[config.mk]
export PLATFORM = sky130hd
export DESIGN_NAME = fifo_status_monitor_flat
export DESIGN_NICKNAME = d
export VERILOG_FILES = /design/src/rtl/fifo_status_if.sv /design/src/rtl/fifo_status_monitor.sv /design/src/flat_wrapper.sv
export SDC_FILE = /design/constraint.sdc
export NUM_CORES = 1
export LEC_CHECK = 0
export ABC_CLOCK_PERIOD_IN_PS = 3100
export BUFFER_PORTS_ARGS = -buffer_cell sky130_fd_sc_hd__buf_2
export CORE_MARGIN = 8
export CORE_UTILIZATION = 30
export DETAILED_ROUTE_END_ITERATION = 12
export PLACE_DENSITY = 0.55
export SLEW_MARGIN = 40
export SYNTH_ARGS = -nofsm -noshare
export SYNTH_HDL_FRONTEND = slang
export SYNTH_SLANG_ARGS = --single-unit
export TNS_END_PERCENT = 20
[constraint.sdc]
create_clock -name clk -period 3.1 [get_ports clk]
set_clock_uncertainty 0.05 [all_clocks]
set_input_delay 0.31 -clock clk [delete_from_list [all_inputs] [get_ports clk]]
set_output_delay 0.31 -clock clk [all_outputs]
set_load 0.02 [all_outputs]
[src/rtl/fifo_status_if.sv]
// fifo_status_if: strobes, thresholds and status flags between the FIFO datapath and the switch control FSM.
interface fifo_status_if;
  logic       init;
  logic [2:0] afMF, aeMF, afVC, aeVC, afD, aeD;
  logic [4:0] push, pop;
  logic [4:0] FIFO_empties, FIFO_errors, almost_full, almost_empty;
  logic       cfg_valid;
  modport master (
    output init, afMF, aeMF, afVC, aeVC, afD, aeD, push, pop,
    input  FIFO_empties, FIFO_errors, almost_full, almost_empty, cfg_valid
  );
  modport slave (
    input  init, afMF, aeMF, afVC, aeVC, afD, aeD, push, pop,
    output FIFO_empties, FIFO_errors, almost_full, almost_empty, cfg_valid
  );
endinterface

[src/rtl/fifo_status_monitor.sv]
// fifo_status_monitor: occupancy, sticky error and almost-full/empty flags for the MF, VC0, VC1, D0 and D1 FIFOs.
module fifo_status_monitor #(
  parameter int DEPTH  = 8,
  parameter int CNT_W  = 4,
  parameter int AF_RST = 6,
  parameter int AE_RST = 3
) (
  input logic          clk,
  input logic          reset_L,
  fifo_status_if.slave s
);
  typedef enum logic {UNCFG, CFG} state_t;
  state_t           state_q, state_d;
  logic [CNT_W-1:0] cnt_q [5];
  logic [CNT_W-1:0] cnt_d [5];
  logic [2:0]       af_q [3];
  logic [2:0]       af_d [3];
  logic [2:0]       ae_q [3];
  logic [2:0]       ae_d [3];
  logic [4:0]       err_q, err_d, emp, full, inc, dec;
  // Threshold slot per FIFO: MF alone, the two VCs share one, the two Ds share one.
  function automatic logic [1:0] cls(int i);
    return i == 0 ? 2'd0 : i < 3 ? 2'd1 : 2'd2;
  endfunction
  always_comb begin
    emp            = '0;
    full           = '0;
    s.almost_full  = '0;
    s.almost_empty = '0;
    for (int i = 0; i < 5; i++) begin
      emp[i]            = cnt_q[i] == '0;
      full[i]           = cnt_q[i] == CNT_W'(DEPTH);
      s.almost_full[i]  = cnt_q[i] >= CNT_W'(af_q[cls(i)]);
      s.almost_empty[i] = cnt_q[i] <= CNT_W'(ae_q[cls(i)]);
    end
    s.FIFO_empties = emp;
    s.FIFO_errors  = err_q;
    s.cfg_valid    = state_q == CFG;
  end
  always_comb begin
    state_d = s.init ? CFG : state_q;
    af_d    = af_q;
    ae_d    = ae_q;
    if (s.init) begin
      af_d = '{s.afMF, s.afVC, s.afD};
      ae_d = '{s.aeMF, s.aeVC, s.aeD};
    end
    // A push into an empty FIFO always lands, even with a simultaneous (ignored) pop.
    inc   = s.push & ~full & (~s.pop | emp);
    dec   = s.pop & ~s.push & ~emp;
    err_d = (s.init ? 5'b0 : err_q) | (s.push & ~s.pop & full) | (s.pop & emp);
    cnt_d = cnt_q;
    for (int i = 0; i < 5; i++)
      cnt_d[i] = inc[i] ? cnt_q[i] + CNT_W'(1) : dec[i] ? cnt_q[i] - CNT_W'(1) : cnt_q[i];
  end
  always_ff @(posedge clk or negedge reset_L) begin
    if (!reset_L) begin
      state_q <= UNCFG;
      cnt_q   <= '{default: '0};
      err_q   <= '0;
      af_q    <= '{default: 3'(AF_RST)};
      ae_q    <= '{default: 3'(AE_RST)};
    end else begin
      state_q <= state_d;
      cnt_q   <= cnt_d;
      err_q   <= err_d;
      af_q    <= af_d;
      ae_q    <= ae_d;
    end
  end
endmodule

[src/flat_wrapper.sv]
// flat-port wrapper written by rule: the top's interface ports become plain ports
module fifo_status_monitor_flat 
#(
  parameter int DEPTH  = 8,
  parameter int CNT_W  = 4,
  parameter int AF_RST = 6,
  parameter int AE_RST = 3
)
  (clk, reset_L, s_init, s_afMF, s_aeMF, s_afVC, s_aeVC, s_afD, s_aeD, s_push, s_pop, s_FIFO_empties, s_FIFO_errors, s_almost_full, s_almost_empty, s_cfg_valid);
  fifo_status_if s_i ();
  input logic clk;
  input logic reset_L;
  input wire logic [$bits(s_i.init)-1:0] s_init;
  input wire logic [$bits(s_i.afMF)-1:0] s_afMF;
  input wire logic [$bits(s_i.aeMF)-1:0] s_aeMF;
  input wire logic [$bits(s_i.afVC)-1:0] s_afVC;
  input wire logic [$bits(s_i.aeVC)-1:0] s_aeVC;
  input wire logic [$bits(s_i.afD)-1:0] s_afD;
  input wire logic [$bits(s_i.aeD)-1:0] s_aeD;
  input wire logic [$bits(s_i.push)-1:0] s_push;
  input wire logic [$bits(s_i.pop)-1:0] s_pop;
  output wire logic [$bits(s_i.FIFO_empties)-1:0] s_FIFO_empties;
  output wire logic [$bits(s_i.FIFO_errors)-1:0] s_FIFO_errors;
  output wire logic [$bits(s_i.almost_full)-1:0] s_almost_full;
  output wire logic [$bits(s_i.almost_empty)-1:0] s_almost_empty;
  output wire logic [$bits(s_i.cfg_valid)-1:0] s_cfg_valid;
  assign s_i.init = s_init;
  assign s_i.afMF = s_afMF;
  assign s_i.aeMF = s_aeMF;
  assign s_i.afVC = s_afVC;
  assign s_i.aeVC = s_aeVC;
  assign s_i.afD = s_afD;
  assign s_i.aeD = s_aeD;
  assign s_i.push = s_push;
  assign s_i.pop = s_pop;
  assign s_FIFO_empties = s_i.FIFO_empties;
  assign s_FIFO_errors = s_i.FIFO_errors;
  assign s_almost_full = s_i.almost_full;
  assign s_almost_empty = s_i.almost_empty;
  assign s_cfg_valid = s_i.cfg_valid;
  fifo_status_monitor #(.DEPTH(DEPTH), .CNT_W(CNT_W), .AF_RST(AF_RST), .AE_RST(AE_RST)) u_core (.clk(clk), .reset_L(reset_L), .s(s_i));
endmodule
* Word level (Yosys, flattened, before mapping)
Index checks and enable logic that the tools add are counted.
Storage, ports and cells: register bits after elaboration 44, bits in latches 0, memory bits (writable) 0, bits in read-only memories 0, bits of input ports 31, word-level logic and storage cells 73, memories kept 0
Operators by class: add/subtract/negate cells 10, multipliers 0, div/mod/pow operators 0, $lt $le $gt $ge 10, equality and inequality tests 5, shifts and indexed selects 0, multiplexer cells 11, bitwise gates (word level) 14, reductions and logical operators 10
Operators with widths (count):
- $mux 4 | 10
- $and 5x5->5 | 7
- $add 4x1->4 const B | 5
- $eq 4x4->1 const B | 5
- $ge 4x3->1 | 5
- $le 4x3->1 | 5
- $logic_not 4->1 | 5
- $not 5->5 | 4
- $sub 4x1->4 const B | 5
- $or 5x5->5 | 3
- $reduce_bool 2->1 | 5
- $mux 5 | 1

* Longest topological paths before layout
word-level depth 5, mapped depth 9, mapped depth without buffers 8

* Least setup slack after synthesis
OpenSTA, ideal clock, no wires.
kind flip-flop to flip-flop, start reg u_core.cnt_q[9] (netlist name), end reg u_core.cnt_q[11] (netlist name), arrival 2.774 ns, required time 2.921 ns, setup slack 0.147 ns, cell stages (with the launch flop) 8, path buffers 0, cells stage by stage dfrtp_1 > nor4_2 > o21ai_1 > ha_1 > a21oi_1 > and2_1 > mux2_1 > a2111o_1
RTL lines:
- start, declared | line fifo_status_monitor.sv:14 | logic [CNT_W-1:0] cnt_q [5];
- start signal, assigned | line fifo_status_monitor.sv:65 | cnt_q <= cnt_d;
- $logic_not 4->1 (*) | line fifo_status_monitor.sv:31 | emp[i] = cnt_q[i] == '0;
- named net s_FIFO_empties[2] | line flat_wrapper.sv:22 | output wire logic [$bits(s_i.FIFO_empties)-1:0] s_FIFO_empties;
- $or 5x5->5 or $not 5->5 (tied branches) | line fifo_status_monitor.sv:49, fifo_status_monitor.sv:50
- $and 5x5->5 (on tied branches) | line fifo_status_monitor.sv:49, fifo_status_monitor.sv:50
- $mux 4 or $reduce_bool 2->1 (tied branches)
Mark *: on every way through the listed nets, which the timed path passes. The rest lies on a longest branch. The select of a mux whose other input is x is not followed. A chain may end at the register's enable or synchronous reset.

* Worst setup path in the final report
start reg u_core.cnt_q[9] (netlist name), end reg u_core.cnt_q[11] (netlist name)
Between the ends: cells in the longest elaborated chain, start to end 5
Ends and longest elaborated chain:
- branches (longest 5 deep; another with $sub 4x1->4)
Parallel ways; which one is timed is not known. The select of a mux whose other input is x is not followed.

==> flow_metrics.py <==
metrics = {
    "run_status": {
        "status": "finished, final reports clean",
    },
    "placement": {
        "gp_congestion": 0.793,
        "io_buffers": 51,
        "detailed_place_hpwl_um": 6020,
        "postPlaceCellArea_um2": 3760,
    },
    "timing": {
        "rsz0062_at_grt": "false",
        "worst_slew_pin_slew_ps": 607,
        "fin_tns_setup_ps": 0,
        "slew-limit-headroom_pct": 59.5,
        "drv_slew": 0,
        "finalCriticalPeriod_ps": 2840,
        "finalSetupViolCount": 0,
        "finalHoldViolations": 0,
        "fin_crit_sh_pct": 91.8,
        "holdWs_ps": 164,
        "fmax_ghz": 0.352,
    },
    "clocking": {
        "cts_sinks": 44,
        "clock_latency_ps": 310,
        "numCtsBuffers": 5,
        "clk_path_buf_depth": 2,
        "cts_max_level": 2,
        "post_cts_resize_count": 0,
        "clk_pin_slew_ps": 100,
        "cts-root-buf": "clkbuf_8",
        "cts_tree": "built",
    },
    "logic_synthesis": {
        "syn_nets": 441,
        "synth.distinct_cells": 41,
        "synth_seq_cells": 44,
        "synth_seq_area_share_pct": 33.1,
        "synth_warnings": 0,
        "synth_cells": 365,
        "syn_area_um2": 3370,
        "synth_area_per_cell_um2": 9.23,
    },
    "worst_setup_path": {
        "worstPathRequired_ps": 3250,
        "worst-path-buf-inv": 0,
        "reg2reg_depth": 7,
        "critPathMaxFanout": 7,
        "rr_endpoint": "u_core.cnt_q[11]$_DFFE_PN0P_",
        "crit_path_max_incr_delay_ps": 500,
        "worstPathArrival_ps": 2990,
        "startpoint_type": "flop",
        "critPathTopFamily": "compound AO/OA/AOI/OAI gates",
        "cp_cell_sequence": "nor4_2 > o21ai_1 > ha_1 > a21oi_1 > and2_1 > mux2_1 > a2111o_1",
        "rr_startpoint": "u_core.cnt_q[9]$_DFFE_PN0P_",
        "rrSetupSlack_ps": 260,
        "crit_slowest_cell": "dfrtp_1",
        "worstSetupPathType": "reg2reg",
        "cp-end-kind": "flop",
    },
    "worst_hold_path": {
        "whs_path_depth": 3,
        "holdPathEnd": "u_core.af_q[5]$_DFFE_PN1P_",
        "worstHoldStart": "s_afVC[2]",
        "hold_path.class": "in2reg",
    },
    "global_routing": {
        "overflow": 0,
        "grt_antenna_before_repair": 1,
        "grt_pass1_wl_um": 13700,
        "grt_pass1_vias": 2745,
        "grt_max_degree": 45,
        "grt_usage_pct": 11.2,
    },
    "finish": {
        "mostFrequentLayoutCells": "50 x buf_2, 40 x ha_1, 32 x dfrtp_1",
        "syn2layout_area_growth_pct": 16.5,
        "regArea_um2": 1120,
        "layout_commonest_cell": "buf_2",
        "fillers": 1113,
        "diodes": 0,
        "multiInputGateArea_um2": 2110,
        "drive_gt1_share_pct": 20.4,
        "design_area_um2": 3930,
        "fin_nets": 487,
    },
    "drt": {
        "via_per_inst": 4.98,
        "drt_wl_total_um": 8020,
        "route.met2.wl_um": 3810,
        "drt-pass1-iter-count": 4,
        "wl_per_cell_um": 14.5,
        "antenna_left": 0,
        "drt_iter0_drc": 104,
        "num_vias": 2750,
        "wl_met3_um": 299,
        "highest_layer": "met5",
        "wl_met1_um": 3810,
        "route.detailed.drc": 0,
    },
    "pwr": {
        "pwr-share-comb_pct": 54.3,
        "p_seq_share_pct": 29.5,
        "peakVddDrop_mv": 0.387,
        "power_density_nw_per_um2": 972,
        "leakage_nw": 1.85,
        "p_clk_share_pct": 16.2,
        "intPower_mw": 2.14,
        "total_power_mw": 3.82,
        "p_sw_mw": 1.68,
        "swShare_pct": 43.9,
    },
    "job": {
        "drv_cap": 0,
    },
    "floorplanning": {
        "die_w_um": 122,
        "start_util_pct": 31.0,
        "core_um2": 10900,
        "dieArea_um2": 14900,
        "die_h_um": 122,
        "ios": 52,
        "row_count": 38,
    },
}
[metrics by stage]
step / setup slack (ps) / cells / util [%]
after floorplan: 147 / 365 / -
after global placement: 393 / 543 / 34.5
after detailed placement: 291 / 543 / 34.5
after CTS: 256 / 552 / 36.1
after global routing: 38.9 / 552 / 36.1
final: 256 / 552 / 36.1
[power by group through the flow]
stage               Clock [mW]  Combinational, mW  Sequential, mW
floorplan                    0               1.66            1.00
global placement             0               2.03            1.13
detailed placement           0               2.08            1.14
CTS                      0.640               2.10            1.13
global route             0.662               2.38            1.18
finish                   0.619               2.07            1.13
[synth_stat cells]
cell type,count,area share [%]
o2bb2ai_1,3,0.78
o21ai_1,11,1.6
inv_1,23,2.6
xor2_1,6,1.6
nor4_2,2,0.74
a2111o_1,2,0.67
mux2_2,8,2.7
dfstp_2,12,9.4
nor4_1,3,0.56
o22ai_1,2,0.37
ha_1,40,15
o21ai_0,21,3.1
fa_1,5,3.0
a221o_1,4,1.2
a22o_1,2,0.52
buf_2,3,0.45
nor4b_1,3,0.78
mux2i_1,12,3.6
nand2b_1,18,3.3
dfrtp_1,32,24
nor2_1,15,1.7
nor2b_1,12,2.2
a222oi_1,1,0.30
mux2_1,2,0.67
a22oi_1,4,0.89
nor3_1,11,1.6
buf_1,1,0.11
or2_2,1,0.19
nand2_1,27,3.0
and2_1,5,0.93
or3_1,3,0.56
o221ai_1,1,0.26
a21oi_1,23,3.4
a31oi_1,3,0.56
o31a_1,1,0.26
clkbuf_1,11,1.2
nand3_1,11,1.6
a21o_1,7,1.6
a211o_1,8,2.1
xnor2_1,4,1.0
and3_1,2,0.37
[state kept, by name, indices dropped and copies added, names as in the netlist]
| name | count |
|---|---|
| u_core.af_q | 9 |
| u_core.cnt_q | 20 |
| u_core.s.FIFO_errors | 5 |
| u_core.s.cfg_valid | 1 |
| u_core.ae_q | 9 |
[worst max-delay path by stage]
stage	startpoint	endpoint	slack, ps	cells after the start
finish	u_core.cnt_q[9]$_DFFE_PN0P_	u_core.cnt_q[11]$_DFFE_PN0P_	260	7
global route	u_core.cnt_q[9]$_DFFE_PN0P_	u_core.cnt_q[11]$_DFFE_PN0P_	40	7
CTS	u_core.cnt_q[9]$_DFFE_PN0P_	u_core.cnt_q[11]$_DFFE_PN0P_	260	7
detailed placement	u_core.cnt_q[9]$_DFFE_PN0P_	u_core.cnt_q[11]$_DFFE_PN0P_	290	7
global placement	u_core.cnt_q[5]$_DFFE_PN0P_	u_core.cnt_q[7]$_DFFE_PN0P_	390	8
floorplan	u_core.cnt_q[9]$_DFFE_PN0P_	u_core.cnt_q[11]$_DFFE_PN0P_	150	7
[worst register-to-register path, delay by kind of cell, from the launching register on]
family	cells	cell delay [ps]
AO/OA/AOI/OAI	3	850
adder cells (fa/ha/maj)	1	380
flip-flops	1	500
multiplexers	1	320
AND/OR/NAND/NOR	2	640
[logic make-up after synthesis]
group,after synthesis,synth area share [%]
flip-flops,44,33.1
adder cells (fa/ha/maj),45,17.8
AO/OA/AOI/OAI,93,17.6
buffers and inverters,38,4.34
multiplexers,22,6.90
AND/OR/NAND/NOR,113,17.6
XOR/XNOR,10,2.60
[final cells by class]
type	count	share of cell area, %
Tap cell	140	4.46
Inverter	23	2.20
Clock inverter	3	2.29
Clock buffer	5	1.75
Multi-Input combinational cell	283	53.7
Sequential cell	44	28.4
Timing Repair Buffer	54	7.20
[layer usage]
metal	up-vias	global-route usage [%]
li1	1397	-
met4	2	2.78
met5	-	0
met1	1301	14.5
met2	42	18.6
met3	8	2.59
[repair_timing]
action | CTS | global route
hold buffers | 1 | 0
endpoints found under the hold margin | 32 | 0
buffers inserted | 0 | 0
(Power assumes the default switching activity.)
